File: config.mk
export PLATFORM = sky130hd
export DESIGN_NAME = q_add_mult_unit
export DESIGN_NICKNAME = d
export VERILOG_FILES = /design/src/rtl/q_add_mult_unit.sv
export SDC_FILE = /design/constraint.sdc
export NUM_CORES = 1
export LEC_CHECK = 0
export CAP_MARGIN = 20
export CORE_UTILIZATION = 46
export CTS_BUF_LIST = sky130_fd_sc_hd__clkbuf_2 sky130_fd_sc_hd__clkbuf_4 sky130_fd_sc_hd__clkbuf_8
export DETAILED_ROUTE_END_ITERATION = 12
export GPL_TIMING_DRIVEN = 0
export PLACE_DENSITY_LB_ADDON = 0.05
export RECOVER_POWER = 25
export SLEW_MARGIN = 20
export SYNTH_ARGS = -nofsm -noshare
export SYNTH_HDL_FRONTEND = slang
export SYNTH_SLANG_ARGS = --single-unit
File: constraint.sdc
create_clock -name clk -period 12.48 [get_ports clk]
set_input_delay 2.496 -clock clk [delete_from_list [all_inputs] [get_ports clk]]
set_output_delay 2.496 -clock clk [all_outputs]
set_load 0.005 [all_outputs]
File: src/rtl/q_add_mult_unit.sv
// Registered sign-magnitude Q(N-Q-1).Q add/multiply unit with single-cycle latency.
// Build option: define Q_SATURATE_EN to clamp overflowed magnitudes to all ones instead of wrapping.
module q_add_mult_unit #(
    parameter int unsigned Q = 12,
    parameter int unsigned N = 16
) (
    input  logic         clk,
    input  logic         rst_n,
    input  logic         in_valid,
    input  logic         op,
    input  logic [N-1:0] a,
    input  logic [N-1:0] b,
    output logic         out_valid,
    output logic [N-1:0] result,
    output logic         ovf
);

    localparam int unsigned MW = N - 1;
    localparam int unsigned PW = 2 * MW;
    localparam int unsigned SW = PW - Q;

    logic [MW-1:0] ma;
    logic [MW-1:0] mb;
    logic          sa;
    logic          sb;
    logic [N-1:0]  sum_s;
    logic [PW-1:0] prod;
    logic [SW-1:0] prod_sh;
    logic [MW-1:0] mag_c;
    logic          sign_c;
    logic          ovf_c;
    logic [N-1:0]  res_c;

    logic          out_valid_d, out_valid_q;
    logic [N-1:0]  result_d,    result_q;
    logic          ovf_d,       ovf_q;

    assign ma = a[MW-1:0];
    assign mb = b[MW-1:0];
    assign sa = a[N-1];
    assign sb = b[N-1];

    // Combinational arithmetic for the operation presented this cycle.
    always_comb begin
        sum_s   = N'(ma) + N'(mb);
        prod    = PW'(ma) * PW'(mb);
        prod_sh = SW'(prod >> Q);
        mag_c   = '0;
        sign_c  = 1'b0;
        ovf_c   = 1'b0;
        if (op) begin
            mag_c  = prod_sh[MW-1:0];
            ovf_c  = |prod_sh[SW-1:MW];
            sign_c = sa ^ sb;
        end else if (sa == sb) begin
            mag_c  = sum_s[MW-1:0];
            ovf_c  = sum_s[N-1];
            sign_c = sa;
        end else if (ma >= mb) begin
            mag_c  = ma - mb;
            sign_c = sa;
        end else begin
            mag_c  = mb - ma;
            sign_c = sb;
        end
`ifdef Q_SATURATE_EN
        if (ovf_c) begin
            mag_c = '1;
        end
`endif
        // Zero is always reported as positive zero.
        if (mag_c == '0) begin
            sign_c = 1'b0;
        end
        res_c = {sign_c, mag_c};
    end

    // Next-state: capture on a request, otherwise hold result/ovf and drop valid.
    always_comb begin
        out_valid_d = in_valid;
        result_d    = result_q;
        ovf_d       = ovf_q;
        if (in_valid) begin
            result_d = res_c;
            ovf_d    = ovf_c;
        end
    end

    always_ff @(posedge clk) begin
        if (!rst_n) begin
            out_valid_q <= 1'b0;
            result_q    <= '0;
            ovf_q       <= 1'b0;
        end else begin
            out_valid_q <= out_valid_d;
            result_q    <= result_d;
            ovf_q       <= ovf_d;
        end
    end

    assign out_valid = out_valid_q;
    assign result    = result_q;
    assign ovf       = ovf_q;

endmodule

### Word-level counts from Yosys, hierarchy flattened

Index checks and enable logic that the tools add are counted.

| storage, ports and cells | value |
|---|---|
| memories | 0 |
| latch bits | 0 |
| word-level logic and storage cells | 21 |
| output and inout bits | 18 |
| memory bits (read-only) | 0 |
| bits of input ports | 36 |
| bits in writable memories | 0 |
| register bits after elaboration | 18 |

| cells by class | value |
|---|---|
| $add $sub $neg | 3 |
| magnitude comparators | 1 |
| reduce and logical (&&, ||, !) cells | 2 |
| eq/ne operators | 1 |
| divide/modulo/power cells | 0 |
| muxes and demuxes | 9 |
| bitwise gates (word level) | 1 |
| shift operators | 0 |
| multiply operators | 1 |

Operators with widths:

| kind | count |
|---|---|
| $mux 15 | 3 |
| $mul 15x15->30 | 1 |
| $sub 15x15->15 | 2 |
| $add 15x15->16 | 1 |
| $ge 15x15->1 | 1 |
| $logic_not 15->1 | 1 |
| $mux 1 | 6 |
| $reduce_or 3->1 | 1 |
| $eq 1x1->1 | 1 |
| $xor 1x1->1 | 1 |

### Logic depth before layout (Yosys ltp)

Gate-level depths: netlist of the first run.

| logic depth | value |
|---|---|
| word-level depth | 6 |
| mapped depth | 24 |
| depth with buffers taken out | 23 |

### Worst setup path after synthesis of the first run

No wires, ideal clock.

| timing | value |
|---|---|
| path type | in2reg |
| from | in b[1] |
| to | reg result_q[15], in the netlist result[15] |
| data required time | 12341 ps |
| setup time | 139 ps |
| stages on the path | 23 |
| setup slack | 3881 ps |
| buffers on the path | 1 |
| arrival | 8460 ps |
| path through | inv_1 > clkbuf_1 > nor2_1 > fa_1 > inv_1 > fa_1 > inv_1 > fa_1 > fa_1 > fa_1 > inv_1 > fa_1 > inv_1 > ha_1 > a21o_1 > o21ai_0 > a21o_1 > o41ai_2 > a211o_1 > a22o_1 > or4_1 > nor4_1 > a41oi_1 |

| between the ends | value |
|---|---|
| cells in the longest elaborated chain, start to end | 6 |
| elaborated cells between the ends (all ways) | 13 |
| those cells by class | add/sub: 3; mul: 1; order compare: 1; mux: 7; reduce/logical: 1 |

RTL lines:

| item | line | source |
|---|---|---|
| from (decl) | 12 | `input logic [N-1:0] b,` |
| branches (longest 5 deep; another with $mul 15x15->30) | - |  |
| $mux 1 (*) | 72 | `if (mag_c == '0) begin` |
| to (signal assigned) | 96 | `result_q <= result_d;` |
| to (decl) | 35 | `logic [N-1:0] result_d, result_q;` |

Every way passes the cells marked *.
A chain may end at the register's enable or synchronous reset.

### Worst setup path in the final report of the first run

Same ends and word-level chain as after synthesis.

==> metrics list, run 1 <==
* Initial core utilization: 47.2%
- Detailed placement ended at an HPWL of between 20 and 25 mm.
- 0 antenna diodes ended up in the layout.
- Die area: 0.0215 mm2
* Most numerous cell on the critical path: sky130_fd_sc_hd__fa_1
* Final Skew: 0 ns
- The number of global-route vias before repair came to approximately 8,600.
* Crit share post-route: between 70% and 80%
- Area growth from synthesis to layout: 9.69%
- The mapped netlist covers 0.00960 mm2.
* Leakage power summed over all cells: 5.27 nW
* Vias post-DR: 8,296
- For this design the total switching power over the nets is between 1.5 and 2 mW.
- Number of detailed-route iterations in the first pass: 6
* Yosys synthesis warning count: 0
* Slew @ Worst Pin: roughly 0.97 ns
- Remaining antenna violation count after routing: 0
* Outcome: completed
- Peak clock frequency supported by timing: 101 MHz
* Count of buffers from port buffering: between 50 and 60
- For this block, the initial DRC count from the detailed router was 532.
* Predominant post-synthesis flop cell: sky130_fd_sc_hd__dfxtp_1
- The clock passes through at most 2 buffers.
- DRC violations left: 0
- Setup repair after global routing missed its margin: no
- Global routing finished with a remaining overflow of 0.
- Clock root buffer: sky130_fd_sc_hd__clkbuf_8
* Routed Wire Length: between 20 and 30 mm
- Cell row count: 52
- Resize count post-CTS: 0
- Final GP Congestion: 0.956
- Adding up every negative setup slack in the final design gives 0 ns.
* Min-Delay Path Class: reg2reg
* Sequential area share after synthesis: 3.75%
- Data on the critical path is required at its endpoint by 12.60 ns.
- Distinct cell type count of the synthesized netlist: 66
- Number of clock buffers inserted by TritonCTS: 3
* Count of final max-slew check failures: 0
- Internal: 1.13 mW
- Subtracting the final worst setup slack from the clock period gives 9.92 ns.
- Switching Share: 57.0%
- Setup violations remaining at the end of the flow were counted as 0.
- Post-route design area: around 0.011 mm2
- Wire length of the first global-routing pass: 47.6 mm
- Number of max-cap violations: 0
- Async set or reset register ratio after synthesis: 0%
* Inst Count DP: 1,475
- Via density: about 5.6
* Antenna violations before repair: 0
- Core occupancy in the finished layout: 51.7%
* Number of sinks driven by the clock tree: 18
- Entering global routing, the biggest net connects 13 pins.
- Clock-pin slew was measured on the worst setup and hold paths at 0.07 ns.
- For the worst setup path, the data arrival time is 10.04 ns.
- The share of total power dissipated in the clock network is ~1.8%.
* Most frequent standard cell in the layout excluding fill and tap cells: sky130_fd_sc_hd__inv_1
- Along the worst path, the maximum fanout reaches 12.
- The number of nets in the synthesized netlist is between 1,000 and 1,500.
- Counting every instance in the synthesized netlist gives 1,152.
* Post-synthesis sequential element count: 18
- Post-route insts no fill: 1,479
- Clock latency on the worst-skew pair, taken at its later pin, is about 0.25 ns.
- Global routing usage summed across all routing layers: 29.0%
* Std-Cell Core Area: approximately 0.020 mm2
- Delay of the slowest cell on the worst path: 0.60 ns
- The critical path is of the in2reg type.
- Die extent in x: about 150 um
* Setup repair bufs after CTS: 0
- TritonCTS built the clock tree.
- Number of buffers inserted by hold repair at cts: 0
* Placement-stage cell area: 0.0105 mm2
* I/O pin count: 54
- Measured against its own limit, the worst slew margin works out to between 30% and 40%.
- The top cell types in the final layout, fill and taps aside, are 215 x sky130_fd_sc_hd__inv_1, 169 x sky130_fd_sc_hd__fa_1, 157 x sky130_fd_sc_hd__nor2_1.
* Die Height: approximately 150 um
- Reg power frac: 3.3%
- Share of cells above drive strength 1: 2.48%
- Worst IR Drop VDD: 0.000177 V
* Share of total power in combinational logic: 94.9%
* Post-DR wirelength/cell: approximately 20 um
- Average cell area after synthesis: 8.34 um2
* H-tree levels: 1
- Dividing total power by cell area gives a power density of 250 mW/mm2.
* Slowest cell on the critical path: sky130_fd_sc_hd__or4_1
* Final number of hold-violating endpoints: 0
- Worst Setup End Kind: flop
- The final layout contains 1,550 nets.
- Number of enable flip-flop cells after synthesis: 0
- Critical path launch point type: input port
[worst max-delay path, delay by kind of cell]
family	cells	cell delay (ns)
fa+ha+maj	7	3.39
buf+inv	7	1.59
simple gates	5	1.34
compound gates	5	0.97
mux	1	0.22
[per-layer routing]
metal / global-route usage [%] / wire, um / vias up
li1: - / - / 3828
met1: 37.9 / 12600 / 4179
met2: 52.3 / 15000 / 250
met3: 1.88 / 1310 / 39
met4: 6.41 / 582 / 0
met5: 0 / 0 / -
[final timing paths]
check                           slack (ns)          to  cells past startpoint       start
worst max register to register       10.59  result[15]                      7  result[15]
worst max-delay path                  2.56  result[15]                     25        b[1]
worst min-delay path                  0.48  result[10]                      1  result[10]
worst min register to register        0.48  result[10]                      1  result[10]
[flip-flops by register name, indices dropped and copies added, names as in the netlist]
name and cells:
ovf 1, result 16, out_valid 1
[cells by family after synthesis]
group	Yosys count	synth area share [%]
DFF	18	3.75
xor gates and xnor gates	30	2.74
adders and majority gates	304	52.8
AOI/OAI and AO/OA	172	12.9
muxes	15	1.56
buffers and inverters	267	10.5
and+or+nand+nor	346	15.7
[through the flow]
step	total power, mW	hold slack [ns]	worst slack [ns]
2_1_floorplan	1.83	0.467	3.88
3_3_place_gp	2.58	0.468	2.24
3_5_place_dp	2.58	0.471	2.30
4_1_cts	2.65	0.488	2.58
5_1_grt	2.93	0.503	2.14
6_report	2.63	0.480	2.56
[cell type report]
cell class                 instances  area, um2
timing repair buffer              53        531
inverter                         231        867
multi-input combinational        867       8240
tap                              270        338
clock buffer                       4       55.1
sequential                        18        360
fill                            2015       9830
buffer                            36        145
[power groups by stage]
| stage | Clock [mW] | Combinational, mW | Sequential, mW |
|---|---|---|---|
| after global placement | 0 | 2.49 | 0.0892 |
| after global routing | 0.0520 | 2.79 | 0.0896 |
| after floorplan | 0 | 1.74 | 0.0905 |
| after CTS | 0.0490 | 2.51 | 0.0878 |
| final | 0.0473 | 2.50 | 0.0871 |
| after detailed placement | 0 | 2.49 | 0.0893 |
[cell usage after synthesis, drive strengths merged, types with 4 or more instances]
master | number | area [um2]
o41ai | 4 | 42.6
xor2 | 11 | 96.3
o21ai | 26 | 130
a2111oi | 8 | 83.8
o21a | 12 | 90.1
and3 | 5 | 31.3
inv | 221 | 830
o2111ai | 6 | 52.6
nand2b | 7 | 43.8
nor2b | 9 | 56.3
a31oi | 9 | 56.3
and2 | 10 | 62.6
nor2 | 158 | 596
o211ai | 13 | 97.6
a211o | 6 | 52.6
nand2 | 106 | 398
nor4 | 5 | 37.5
clkinv | 10 | 37.5
mux2i | 15 | 150
nand3 | 8 | 40.0
a211oi | 10 | 75.1
ha | 135 | 1690
o31ai | 9 | 67.6
a21oi | 30 | 154
nand4 | 9 | 56.3
dfxtp | 18 | 360
nor3 | 17 | 85.1
xnor2 | 19 | 166
a21o | 9 | 67.6
fa | 169 | 3380
buf | 9 | 43.8
clkbuf | 27 | 101
No activity file was read; power rests on OpenSTA's default activity.
==> run 2, diff against run 1 <==
clock period = 9.6 ns   (was 12.48 ns; I/O delays follow)
==> metrics list, run 2 (same netlist as run 1, synthesis figures left out) <==
- The area taken by multi-input logic gates came to 0.00824 mm2 (unchanged).
- Leakage power summed over all cells: 5.28 nW (about the same)
* Worst IR Drop VDD: 0.000233 V (+31%)
* Least setup slack across all paths after layout: 0.393 ns (-2.17 ns)
* Area growth from synthesis to layout: 9.72% (about the same)
* Number of clock buffers inserted by TritonCTS: 3 (unchanged)
- Largest fanout on the critical path: 8 (-4)
- Slew @ Worst Pin: 0.993 ns (+0.0274 ns)
* Slowest cell on the critical path: sky130_fd_sc_hd__or4_1
- The number of inserted diodes was 0 (unchanged).
* Post-DR wirelength/cell: 20.0 um (+0.13%)
- Via density: 5.59 (-0.26%)
- Derived from the worst setup path, the maximum achievable clock frequency is 109 MHz.
- The weighted congestion at the end of routability-driven global placement was 0.956 (unchanged).
- Crit share post-route: 95.9%
* Most used cells in the layout excluding fill and tap cells: 215 x sky130_fd_sc_hd__inv_1, 169 x sky130_fd_sc_hd__fa_1, 157 x sky130_fd_sc_hd__nor2_1
- Total power after layout: 3.43 mW (+30%)
* Delay of the slowest cell on the worst path: 0.59 ns (about the same)
- Critical path launch point type: input port
* Most frequent standard cell in the layout excluding fill and tap cells: sky130_fd_sc_hd__inv_1
- The count of port buffers added during placement was 53 (unchanged).
- The power density over cell area came to 325 mW/mm2 (+30%).
- Worst Setup End Kind: flop
- Worst path cell trace: clkdlybuf4s50_1 > clkbuf_1 > clkinv_1 > nor2_1 > fa_1 > fa_1 > fa_1 > fa_1 > fa_1 > inv_1 > fa_1 > inv_1 > ha_1 > o21a_1 > nor2_1 > nor2b_1 > a21boi_0 > o21ai_0 > mux2i_1 > o211ai_1 > or4_1 > nor4_1 > a41oi_1
- Detailed-placement wirelength estimate: 24.9 mm (unchanged)
* Clock tree from TritonCTS: built
- The required time reported for the critical path endpoint came to 9.72 ns (-2.88 ns).
* Number of detailed-route iterations in the first pass: 7 (+1)
* Global routing usage summed across all routing layers: 29.0% (unchanged)
- The min-delay analysis places its worst path in the category reg2reg.
* Post-route minimum period: 9.21 ns
* Placement-stage cell area: 0.0105 mm2 (unchanged)
- The hold violation count in the final report was 0 (unchanged).
- Clock network latency to the later pin of the worst-skew pair: 0.25 ns (about the same)
* Data arrival time of the critical path: 9.33 ns (-0.71 ns)
* Antenna violations before repair: 0 (unchanged)
* Die Height: 146 um (unchanged)
- Setup repair after global routing missed its margin: no
- Cell row count: 52 (unchanged)
- Clock root buffer: sky130_fd_sc_hd__clkbuf_8
- Pre-CTS WS: 0.000335 ns (-2.30 ns)
- The headroom to the max-slew limit is 33.6% (-0.29 points).
* Routed Wire Length: 29.6 mm (about the same)
- Initial core utilization: 47.2% (unchanged)
- The count of endpoints failing setup in the final report came to 0 (unchanged).
* Number of sinks driven by the clock tree: 18 (unchanged)
- The remaining antenna violation count is 0 (unchanged).
* Share of cells above drive strength 1: 2.82% (+0.34 points)
* Via count of the first global-routing pass: 8,631 (unchanged)
* Filler cell count: 2,013 (-0.099%)
- The storage element area is 360 um2 (unchanged).
- The flip-flop count of the largest register after layout came to 16 (unchanged).
- The run finished with clean final reports.
* Resize count post-CTS: 0 (unchanged)
* Number of buffers inserted by hold repair at cts: 0 (unchanged)
* Crit Path Category: in2reg
* Post-route design area: 0.0105 mm2 (about the same)
- Number of max-cap violations: 0 (unchanged)
- Final-stage net count: 1,548 (-0.13%)
- The total grt overflow came to 0 (unchanged).
- The total vias in the final route came to 8,263 (-0.40%).
- The global-route wire length before repair was 47.6 mm (unchanged).
* Final Skew: 0 ns (unchanged)
- Die area: 0.0215 mm2 (unchanged)
- Count of final max-slew check failures: 0 (unchanged)
- The count of boundary I/O pins was 54 (unchanged).
- Largest net degree at the start of global routing: 13 (unchanged)
* Iter 0 DRT Violations: 534 (+0.38%)
* Most numerous cell on the critical path: sky130_fd_sc_hd__fa_1
- DRC violations left: 0 (unchanged)
* Die extent in x: 146 um (unchanged)
* Number of buffers between clock root and the deepest sink: 2 (unchanged)
- Clock Pin Slew Worst Setup and Hold Paths: 0.07 ns (about the same)
- Setup repair bufs after CTS: 0 (unchanged)
* Std-Cell Core Area: 0.0204 mm2 (unchanged)
- The number of H-tree branching levels came to 1 (unchanged).
## run 2: through the flow
| stage | utilization (%) | setup TNS (ns) | std cells | hold slack (ns) |
|---|---|---|---|---|
| 5_1_grt | 51.7 | 0 | 1477 | 0.503 |
| 4_1_cts | 51.7 | 0 | 1479 | 0.488 |
| 3_5_place_dp | 51.4 | 0 | 1475 | 0.471 |
| 3_3_place_gp | 51.4 | -0.0645 | 1475 | 0.468 |
| 2_1_floorplan | - | 0 | 1152 | 0.467 |
| 6_report | 51.7 | 0 | 1477 | 0.480 |
## run 2: area by class of cell
type,count,share of cell area (%)
inverter,231,8.30
buffer,34,1.33
multi-input combinational,867,78.2
clock buffer,4,0.522
timing repair buffer,53,5.03
tap,270,3.21
sequential,18,3.42
## run 2: power breakdown
group | internal (mW) | switching, mW
Clock | 0.0364 | 0.0251
Combinational | 1.33 | 1.92
Sequential | 0.102 | 0.0111
Total | 1.47 | 1.96
## run 2: final timing paths
check / startpoint / slack [ns] / end / cells after the start
min reg2reg: result[10] / 0.48 / result[10] / 1
max reg2reg: result[15] / 7.72 / result[15] / 7
max: a[2] / 0.39 / result[15] / 23
min: result[10] / 0.48 / result[10] / 1
## run 2: critical path: cells and delay by family
family	cells	cell delay, ns
AOI/OAI and AO/OA	5	0.89
muxes	1	0.18
adders and majority gates	7	3.17
and+or+nand+nor	5	1.56
buffers and inverters	5	1.59
## run 2: per-layer routing
layer	wire, um	vias up	global-route usage, %	share of wire, %
met1	12700	4185	37.9	43
met3	1190	38	1.88	4.0
met4	568	0	6.41	1.9
li1	-	3820	-	-
met5	0	-	0	0
met2	15100	220	52.3	51
